`config.mk`:
```
export PLATFORM = sky130hd
export DESIGN_NAME = pipe_skid_stage
export DESIGN_NICKNAME = d
export VERILOG_FILES = /design/src/rtl/pipe_pkg.sv /design/src/rtl/pipe_entry_reg.sv /design/src/rtl/pipe_skid_stage.sv
export SDC_FILE = /design/constraint.sdc
export NUM_CORES = 1
export LEC_CHECK = 0
export CORE_MARGIN = 5
export CORE_UTILIZATION = 50
export DETAILED_ROUTE_END_ITERATION = 8
export MAX_ROUTING_LAYER = met4
export PLACE_DENSITY = 0.8
export SYNTH_ARGS = -nofsm -noshare
export SYNTH_HDL_FRONTEND = slang
export SYNTH_SLANG_ARGS = --single-unit
```
`constraint.sdc`:
```
create_clock -name clk -period 2.3 [get_ports clk]
set_clock_uncertainty 0.05 [all_clocks]
set_input_delay 0.575 -clock clk [delete_from_list [all_inputs] [get_ports clk]]
set_output_delay 0.575 -clock clk [all_outputs]
set_load 0.01 [all_outputs]
```
`src/rtl/pipe_pkg.sv`:
```
// Shared definitions for the pipeline skid stage: state encoding, occupancy
// width and the state-to-occupancy decode.
package pipe_pkg;

  localparam int OCC_W = 2;

  typedef enum logic [1:0] {
    ST_EMPTY = 2'd0,
    ST_HALF  = 2'd1,
    ST_FULL  = 2'd2
  } state_e;

  // Number of entries held in each state; the unused encoding reports empty
  function automatic logic [OCC_W-1:0] stateOccupancy(input state_e s);
    case (s)
      ST_HALF: stateOccupancy = 2'd1;
      ST_FULL: stateOccupancy = 2'd2;
      default: stateOccupancy = 2'd0;
    endcase
  endfunction

endpackage

```
`src/rtl/pipe_entry_reg.sv`:
```
// One stored pipeline entry (payload + control). Clearing kills the entry by
// zeroing its control field; the payload is only wiped when CLEAR_DATA is set.
module pipe_entry_reg #(
  parameter int DATA_W     = 96,
  parameter int CTRL_W     = 10,
  parameter bit CLEAR_DATA = 1'b0
) (
  input  logic              clk_i,
  input  logic              rst_ni,
  input  logic              load_i,
  input  logic              clear_i,
  input  logic [DATA_W-1:0] data_i,
  input  logic [CTRL_W-1:0] ctrl_i,
  output logic [DATA_W-1:0] data_o,
  output logic [CTRL_W-1:0] ctrl_o
);

  logic [DATA_W-1:0] data_q;
  logic [CTRL_W-1:0] ctrl_q;

  // Entry storage: reset clears everything, clear beats load so a flush always wins
  always_ff @(posedge clk_i or negedge rst_ni) begin
    if (!rst_ni) begin
      data_q <= '0;
      ctrl_q <= '0;
    end else if (clear_i) begin
      ctrl_q <= '0;
      if (CLEAR_DATA) data_q <= '0;
    end else if (load_i) begin
      data_q <= data_i;
      ctrl_q <= ctrl_i;
    end
  end

  assign data_o = data_q;
  assign ctrl_o = ctrl_q;

endmodule

```
`src/rtl/pipe_skid_stage.sv`:
```
// Generic pipeline stage register with valid/ready handshake. The storage
// variant keeps a main entry (presented downstream) and a skid entry so that
// in_ready comes straight from flops while still sustaining one entry per
// cycle. The BYPASS variant is pure wiring.
module pipe_skid_stage
  import pipe_pkg::*;
#(
  parameter int DATA_W     = 96,
  parameter int CTRL_W     = 10,
  parameter bit GATE_CTRL  = 1'b1,
  parameter bit CLEAR_DATA = 1'b0,
  parameter bit BYPASS     = 1'b0
) (
  input  logic              clk,
  input  logic              rst,
  input  logic              flush,
  input  logic              in_valid,
  output logic              in_ready,
  input  logic [DATA_W-1:0] in_data,
  input  logic [CTRL_W-1:0] in_ctrl,
  output logic              out_valid,
  input  logic              out_ready,
  output logic [DATA_W-1:0] out_data,
  output logic [CTRL_W-1:0] out_ctrl,
  output logic [OCC_W-1:0]  occupancy
);

  generate
    if (BYPASS) begin : gBypass

      // Clock and reset are not needed when the stage is only wires
      logic bypassUnused;
      assign bypassUnused = ^{clk, rst};

      assign out_valid = in_valid & ~flush;
      assign in_ready  = out_ready;
      assign out_data  = in_data;
      assign out_ctrl  = (GATE_CTRL && !out_valid) ? '0 : in_ctrl;
      assign occupancy = '0;

    end else begin : gStore

      state_e            state_q;
      state_e            state_d;
      logic              inXfer;
      logic              outXfer;
      logic              mLoad;
      logic              sLoad;
      logic              mFromSkid;
      logic              validQ;
      logic              readyQ;
      logic [DATA_W-1:0] mData;
      logic [CTRL_W-1:0] mCtrl;
      logic [DATA_W-1:0] sData;
      logic [CTRL_W-1:0] sCtrl;
      logic [DATA_W-1:0] mDataIn;
      logic [CTRL_W-1:0] mCtrlIn;

      // Handshake flags decode only the state flops, so in_ready has no path from out_ready
      assign validQ  = (state_q == ST_HALF) || (state_q == ST_FULL);
      assign readyQ  = (state_q == ST_EMPTY) || (state_q == ST_HALF);
      assign inXfer  = in_valid & readyQ;
      assign outXfer = validQ & out_ready;

      // Next-state and entry-load decisions; flush overrides everything and drops any incoming entry
      always_comb begin
        state_d   = state_q;
        mLoad     = 1'b0;
        sLoad     = 1'b0;
        mFromSkid = 1'b0;
        if (flush) begin
          state_d = ST_EMPTY;
        end else begin
          case (state_q)
            ST_EMPTY: begin
              if (inXfer) begin
                state_d = ST_HALF;
                mLoad   = 1'b1;
              end
            end
            ST_HALF: begin
              if (inXfer && outXfer) begin
                mLoad = 1'b1;
              end else if (inXfer) begin
                state_d = ST_FULL;
                sLoad   = 1'b1;
              end else if (outXfer) begin
                state_d = ST_EMPTY;
              end
            end
            ST_FULL: begin
              if (outXfer) begin
                state_d   = ST_HALF;
                mLoad     = 1'b1;
                mFromSkid = 1'b1;
              end
            end
            default: state_d = ST_EMPTY;
          endcase
        end
      end

      // State register; an illegal encoding falls back to empty on the next edge
      always_ff @(posedge clk or negedge rst) begin
        if (!rst) state_q <= ST_EMPTY;
        else      state_q <= state_d;
      end

      assign mDataIn = mFromSkid ? sData : in_data;
      assign mCtrlIn = mFromSkid ? sCtrl : in_ctrl;

      pipe_entry_reg #(
        .DATA_W    (DATA_W),
        .CTRL_W    (CTRL_W),
        .CLEAR_DATA(CLEAR_DATA)
      ) uMain (
        .clk_i  (clk),
        .rst_ni (rst),
        .load_i (mLoad),
        .clear_i(flush),
        .data_i (mDataIn),
        .ctrl_i (mCtrlIn),
        .data_o (mData),
        .ctrl_o (mCtrl)
      );

      pipe_entry_reg #(
        .DATA_W    (DATA_W),
        .CTRL_W    (CTRL_W),
        .CLEAR_DATA(CLEAR_DATA)
      ) uSkid (
        .clk_i  (clk),
        .rst_ni (rst),
        .load_i (sLoad),
        .clear_i(flush),
        .data_i (in_data),
        .ctrl_i (in_ctrl),
        .data_o (sData),
        .ctrl_o (sCtrl)
      );

      assign out_valid = validQ;
      assign in_ready  = readyQ;
      assign out_data  = mData;
      assign out_ctrl  = (GATE_CTRL && !validQ) ? '0 : mCtrl;
      assign occupancy = stateOccupancy(state_q);

    end
  endgenerate

endmodule

```
### Yosys cells after proc, flatten, opt, wreduce, memory -nomap -nowiden

Index checks and enable logic that the tools add are counted.

* equality and inequality tests: 6
* muxes and demuxes: 25
* bitwise logic cells: 3
* reductions and logical operators: 9

Operators by type and width (number)
* 96-bit 2-to-1 mux: 1
* 10-bit 2-to-1 mux: 6
* 2-bit 2-to-1 mux: 6
* 1-bit 2-to-1 mux: 9
* 3-bit inequality test (second input constant): 3
* 2-bit case mux with 3 select lines: 1
* 4-bit inequality test (second input constant): 1
* 2-bit case mux with 2 select lines: 1
* 2-bit AND reduction: 2
* 4-bit AND reduction: 1
* 2-bit nonzero test: 2
* 1-bit case mux with 3 select lines: 1
* 1-bit bitwise AND: 2
* 2-bit by 1-bit equality test with 1-bit output (second input constant): 1
* 2-bit equality test (second input constant): 1
* 2-bit logical NOT: 1
* 1-bit logical OR: 2
* 1-bit logical AND: 1
* 1-bit NOT: 1

* register bits after elaboration: 214
* bits of input ports: 111
* output and inout bits: 110
* word-level logic and storage cells: 48

### Logic depth before layout (Yosys ltp)

* word-level depth: 9
* mapped depth: 8
* depth with buffers taken out: 6

### By module

A second synthesis with hierarchy kept.

* cells, all modules: 633
* area, all modules: 9863.2 sq um

By module, submodules not included
* pipe_entry_reg: instances 2, cells an instance 236, area an instance 4122.7 sq um, seq. area each 2652.5 sq um
* pipe_skid_stage: instances 1, cells an instance 161, area an instance 1617.8 sq um, seq. area each 50.0 sq um

### Worst setup path after synthesis

No wires, ideal clock.

* path kind: register to register
* start point: register gStore.state_q[0]
* end point: register gStore.uSkid.data_q[65] (netlist: gStore.uSkid.data_o[65])
* library setup time: 127 ps
* arrival time: 1897 ps
* data required time: 2123 ps
* slack: 225 ps
* stages on the path, launching flop included: 8
* path buffers: 2
* clock period less this slack: 2075 ps
* cells stage by stage: dfrtp_1 -> inv_1 -> ha_1 -> nand2_1 -> nor3b_2 -> buf_4 -> buf_6 -> mux2_1

* word-level cells in the longest chain between the ends: 8
* elaborated cells between the ends (all ways): 13
* classes of those cells: 2 x eq/ne; 4 x mux; 2 x bitwise; 5 x reduce/logical

Ends and longest elaborated chain
* start: declaration: RTL line pipe_skid_stage.sv:43 `state_e state_q;`
* start signal: assignment: RTL line pipe_skid_stage.sv:106 `else state_q <= state_d;`
* 2-bit by 1-bit equality test with 1-bit output / 2-bit equality test (equally long branches): RTL line pipe_skid_stage.sv:60 `assign validQ = (state_q == ST_HALF) || (state_q == ST_FULL);`
* 1-bit logical OR (*): RTL line pipe_skid_stage.sv:60
* via out_valid: RTL line pipe_skid_stage.sv:21 `output logic out_valid,`
* 1-bit bitwise AND (*): RTL line pipe_skid_stage.sv:63 `assign outXfer = validQ & out_ready;`
* 1-bit logical AND (*): RTL line pipe_skid_stage.sv:82 `if (inXfer && outXfer) begin`
* 1-bit 2-to-1 mux (*): RTL line pipe_skid_stage.sv:82
* 1-bit 2-to-1 mux (*): RTL line pipe_skid_stage.sv:74 `case (state_q)`
* 1-bit 2-to-1 mux (*): RTL line pipe_skid_stage.sv:71 `if (flush) begin`
* 2-bit AND reduction (no line) (*)
* end signal: assignment: RTL line pipe_entry_reg.sv:30 `data_q <= data_i;`
* end: declaration: RTL line pipe_entry_reg.sv:18 `logic [DATA_W-1:0] data_q;`

The timed path passes the listed nets; every way through them passes the cells marked *.
A chain may end at the register's enable or synchronous reset.

### Final worst setup path

* start point: register gStore.state_q[1]
* end point: output out_ctrl[2]

* word-level cells in the longest chain between the ends: 3
* elaborated cells between the ends (all ways): 4
* classes of those cells: 2 x eq/ne; 1 x mux; 1 x reduce/logical

Ends and longest elaborated chain
* 2-bit by 1-bit equality test with 1-bit output / 2-bit equality test (equally long branches): RTL line pipe_skid_stage.sv:60
* 1-bit logical OR (*): RTL line pipe_skid_stage.sv:60
* 10-bit 2-to-1 mux (*): RTL line pipe_skid_stage.sv:145 `assign out_ctrl = (GATE_CTRL && !validQ) ? '0 : mCtrl;`
* end: declaration: RTL line pipe_skid_stage.sv:24 `output logic [CTRL_W-1:0] out_ctrl,`

Every way passes the cells marked *; elsewhere a longest branch is shown, timed or not.

==> metrics.md <==
| Metric | Value |
|---|---|
| Cells after synthesis | 737 |
| Final critical-path setup slack | 62.1 ps |
| Mapped Area | 9280 um^2 |
| CP Data Required Time | 1670 ps |
| Sw power | 0.00477 W |
| Part of the power in combinational logic | 0.352 |
| Max cap viols | 0 |
| HPWL Detailed | 15,900 um |
| Post-synth top area share | 0.577 |
| Post-synth top area cell | dfrtp_1 |
| Setup TNS | 0 ps |
| Wire length of the first global-routing pass | 38,800 um |
| Std-Cell Rows | 49 |
| Crit Path Max Fanout | 10 |
| Syn_nets | 854 |
| I/O Pins | 221 |
| Internal power | 0.0111 W |
| FMAX | 447 MHz |
| Fraction of registers with async set/reset | 1.00 |
| CTS buffer count | 23 |
| Area growth syn-to-layout | 38.7% |
| CP arrival | 1610 ps |
| Ys flop type | dfrtp_1 |
| Worst vdd rail ir drop | 820 uV |
| Actual slew at the worst max-slew pin | 582 ps |
| Relative slew slack | 0.611 |
| Port Buffers | 220 |
| CP Launch Point | gStore.state_q[1]$_DFFE_PN0P_ |
| Die width | 146 um |
| Final Core Density | 0.709 |
| Sw Ratio | 0.301 |
| Post-route antenna net violation count | 0 |
| Number of global-route vias before repair | 7,277 |
| GP Congestion | 0.831 |
| Min Clock Period, post-route | 2240 ps |
| Fin area | 12,900 um^2 |
| Fillcell total | 1,318 |
| Drc violations | 0 |
| CTS tree | built |
| #FFs+latches synth | 214 |
| Clock Latency Late Sink | 490 ps |
| Post-DP Area | 12,000 um^2 |
| Gr usage total | 0.224 |
| CP Launch Type | register |
| Pwr Density | 1230 nW/um^2 |
| Die area | 21,400 um^2 |
| DR WL/cell | 19.5 um |
| Place WS | -162 ps |
| Final Hold Fails | 0 |
| Drt total wl | 23,700 um |
| Ys Warns | 0 |
| Routed via count | 6,795 |
| Nets | 1,089 |
| Area contributors post-synth | dfrtp_1, mux2i_1, o21ai_0 |
| Worst-path clk slew | 60 ps |
| Lkg Pwr | 6.10 nW |
| Critical Path End Type | primary output |
| Avg Synthesized Cell Area | 12.6 um^2 |
| Seq/Total Area, Yosys | 0.577 |
| Final Max Slew Viols | 0 |
| Synth cell types | 32 |
| CTS sink cnt | 214 |
| RSZ-0062 raised after global routing | true |
| HP Class | in -> reg |
| Antenna violations before repair | 1 |
| CP Class | reg -> out |
| Final std cells w/o fill | 1,215 |
| Period utilization | 0.973 |
| Register area | 5360 um^2 |
| Die height | 146 um |
| Deepest clock path buffer count | 3 |
| Initial Utilization | 0.511 |
| Outcome | complete, no violations |
| Multi-input gate area | 3650 um^2 |
| H-tree depth | 1 |
| Via/cell ratio | 5.59 |
| Initial drt markers | 349 |
| Setup-failing EPs final | 0 |
| Worst Reg2Reg Path Length in Cells | 9 |
| Layout cells sized above 1 | 0.171 |
| Flop pwr share | 0.403 |
| Core area | 18,100 um^2 |
| Timing endpoint of the critical path | out_ctrl[2] |
| Router iterations before antenna repair | 6 |
| Clock power share | 0.245 |
| Worst R2R Start | gStore.state_q[1]$_DFFE_PN0P_ |
| Grt ovf | 0 |
| Flop-to-flop setup slack | 100 ps |
| Placed Cells | 1,173 |
| Worst flop-to-flop path endpoint | gStore.uSkid.data_o[41]$_DFFE_PN0P_ |
| CTS root buffer | clkbuf_16 |
| Largest net degree at the start of global routing | 57 |
| Post-synth EDFFs | 0 |
==> power groups by stage <==
| stage | Sequential, W | Clock (W) | Combinational [W] |
|---|---|---|---|
| after floorplan | 0.00661 | 0 | 0.00227 |
| after global placement | 0.00636 | 0 | 0.00537 |
| after detailed placement | 0.00643 | 0 | 0.00556 |
| after CTS | 0.00640 | 0.00396 | 0.00562 |
| after global routing | 0.00660 | 0.00411 | 0.00606 |
| final | 0.00639 | 0.00389 | 0.00559 |
==> timing repair <==
item	CTS	global route
endpoints found under the setup margin	14	45
resized for setup	29	18
pin swaps	1	1
hold buffers	1	0
buffers inserted	2	0
endpoints found under the hold margin	51	0
==> state kept, by name, summed over array words and instances, names as in the netlist <==
name	cells
gStore.state_q	2
gStore.uMain.data_o	96
gStore.uMain.ctrl_o	10
gStore.uSkid.data_o	96
gStore.uSkid.ctrl_o	10
==> worst max-delay path, cell delays in order (launching register included) <==
cell and delay, ps:
dfrtp_1 370, inv_2 60, ha_4 320, and2_1 140, clkdlybuf4s15_1 230
==> synth_stat cells (2+ instances only) <==
| library cell | n |
|---|---|
| mux2i_1 | 106 |
| nand3b_1 | 3 |
| clkbuf_1 | 28 |
| ha_1 | 6 |
| a211oi_1 | 10 |
| o21ai_0 | 183 |
| mux2_1 | 30 |
| mux2_2 | 67 |
| and2_1 | 10 |
| inv_1 | 2 |
| buf_4 | 2 |
| nor2_1 | 12 |
| o21ai_1 | 9 |
| buf_6 | 8 |
| buf_2 | 20 |
| dfrtp_1 | 214 |
| nand2_1 | 3 |
| a22o_1 | 10 |
==> metal layers <==
metal / GRT usage / part of all wire
met5: - / 0
met3: 0.0384 / 0.046
met2: 0.368 / 0.50
met4: 0.0767 / 0.037
met1: 0.285 / 0.42
==> cells in the final DEF (no fill, tap or decap), drive strengths merged, types with 2 or more instances in the layout <==
cell type      count
dfrtp            214
clkdlybuf4s50    204
o21ai            192
mux2i            106
mux2              97
buf               52
clkbuf            35
nor2              12
and2              10
a22o              10
a211oi            10
ha                 6
clkdlybuf4s15      5
bufinv             4
nand3b             3
dlygate4sd2        3
nand2              3
diode              2
inv                2
==> worst min-delay path by stage <==
stage                                   startpoint                                   to  slack, ps  cells after the start
3_5_place_dp   gStore.uSkid.data_o[69]$_DFFE_PN0P_  gStore.uSkid.data_o[69]$_DFFE_PN0P_        420                      1
4_1_cts                                      flush   gStore.uMain.ctrl_o[6]$_DFFE_PN0P_        310                      2
2_1_floorplan                                  rst        gStore.state_q[0]$_DFFE_PN0P_        230                      0
3_3_place_gp   gStore.uSkid.data_o[67]$_DFFE_PN0P_  gStore.uSkid.data_o[67]$_DFFE_PN0P_        420                      1
6_report                                     flush   gStore.uMain.ctrl_o[7]$_DFFE_PN0P_        320                      2
5_1_grt                                      flush   gStore.uMain.ctrl_o[7]$_DFFE_PN0P_        320                      2
==> cell type report <==
cell class                      count  area share
Clock inverter                      5     0.00991
Antenna cell                        2    0.000389
Timing Repair Buffer              268       0.216
Inverter                            2    0.000583
Multi-Input combinational cell    463       0.283
Clock buffer                       32      0.0520
Tap cell                          229      0.0223
Sequential cell                   214       0.416
==> cells by family (layout without fill, tap and decap cells) <==
group	after synthesis	after routing	synth area share
adders and majority gates	6	6	0.00809
buffers and inverters	60	307	0.0342
muxes	203	203	0.232
other	0	2	0
and+or+nand+nor	33	33	0.0191
AOI/OAI and AO/OA	221	221	0.129
DFF	214	214	0.577
==> through the flow <==
stage,hold slack (ps),power [W]
finish,320,0.0159
global route,318,0.0168
CTS,306,0.0160
detailed placement,424,0.0120
global placement,416,0.0117
floorplan,229,0.00887
Power figures use the tool's default switching activity.
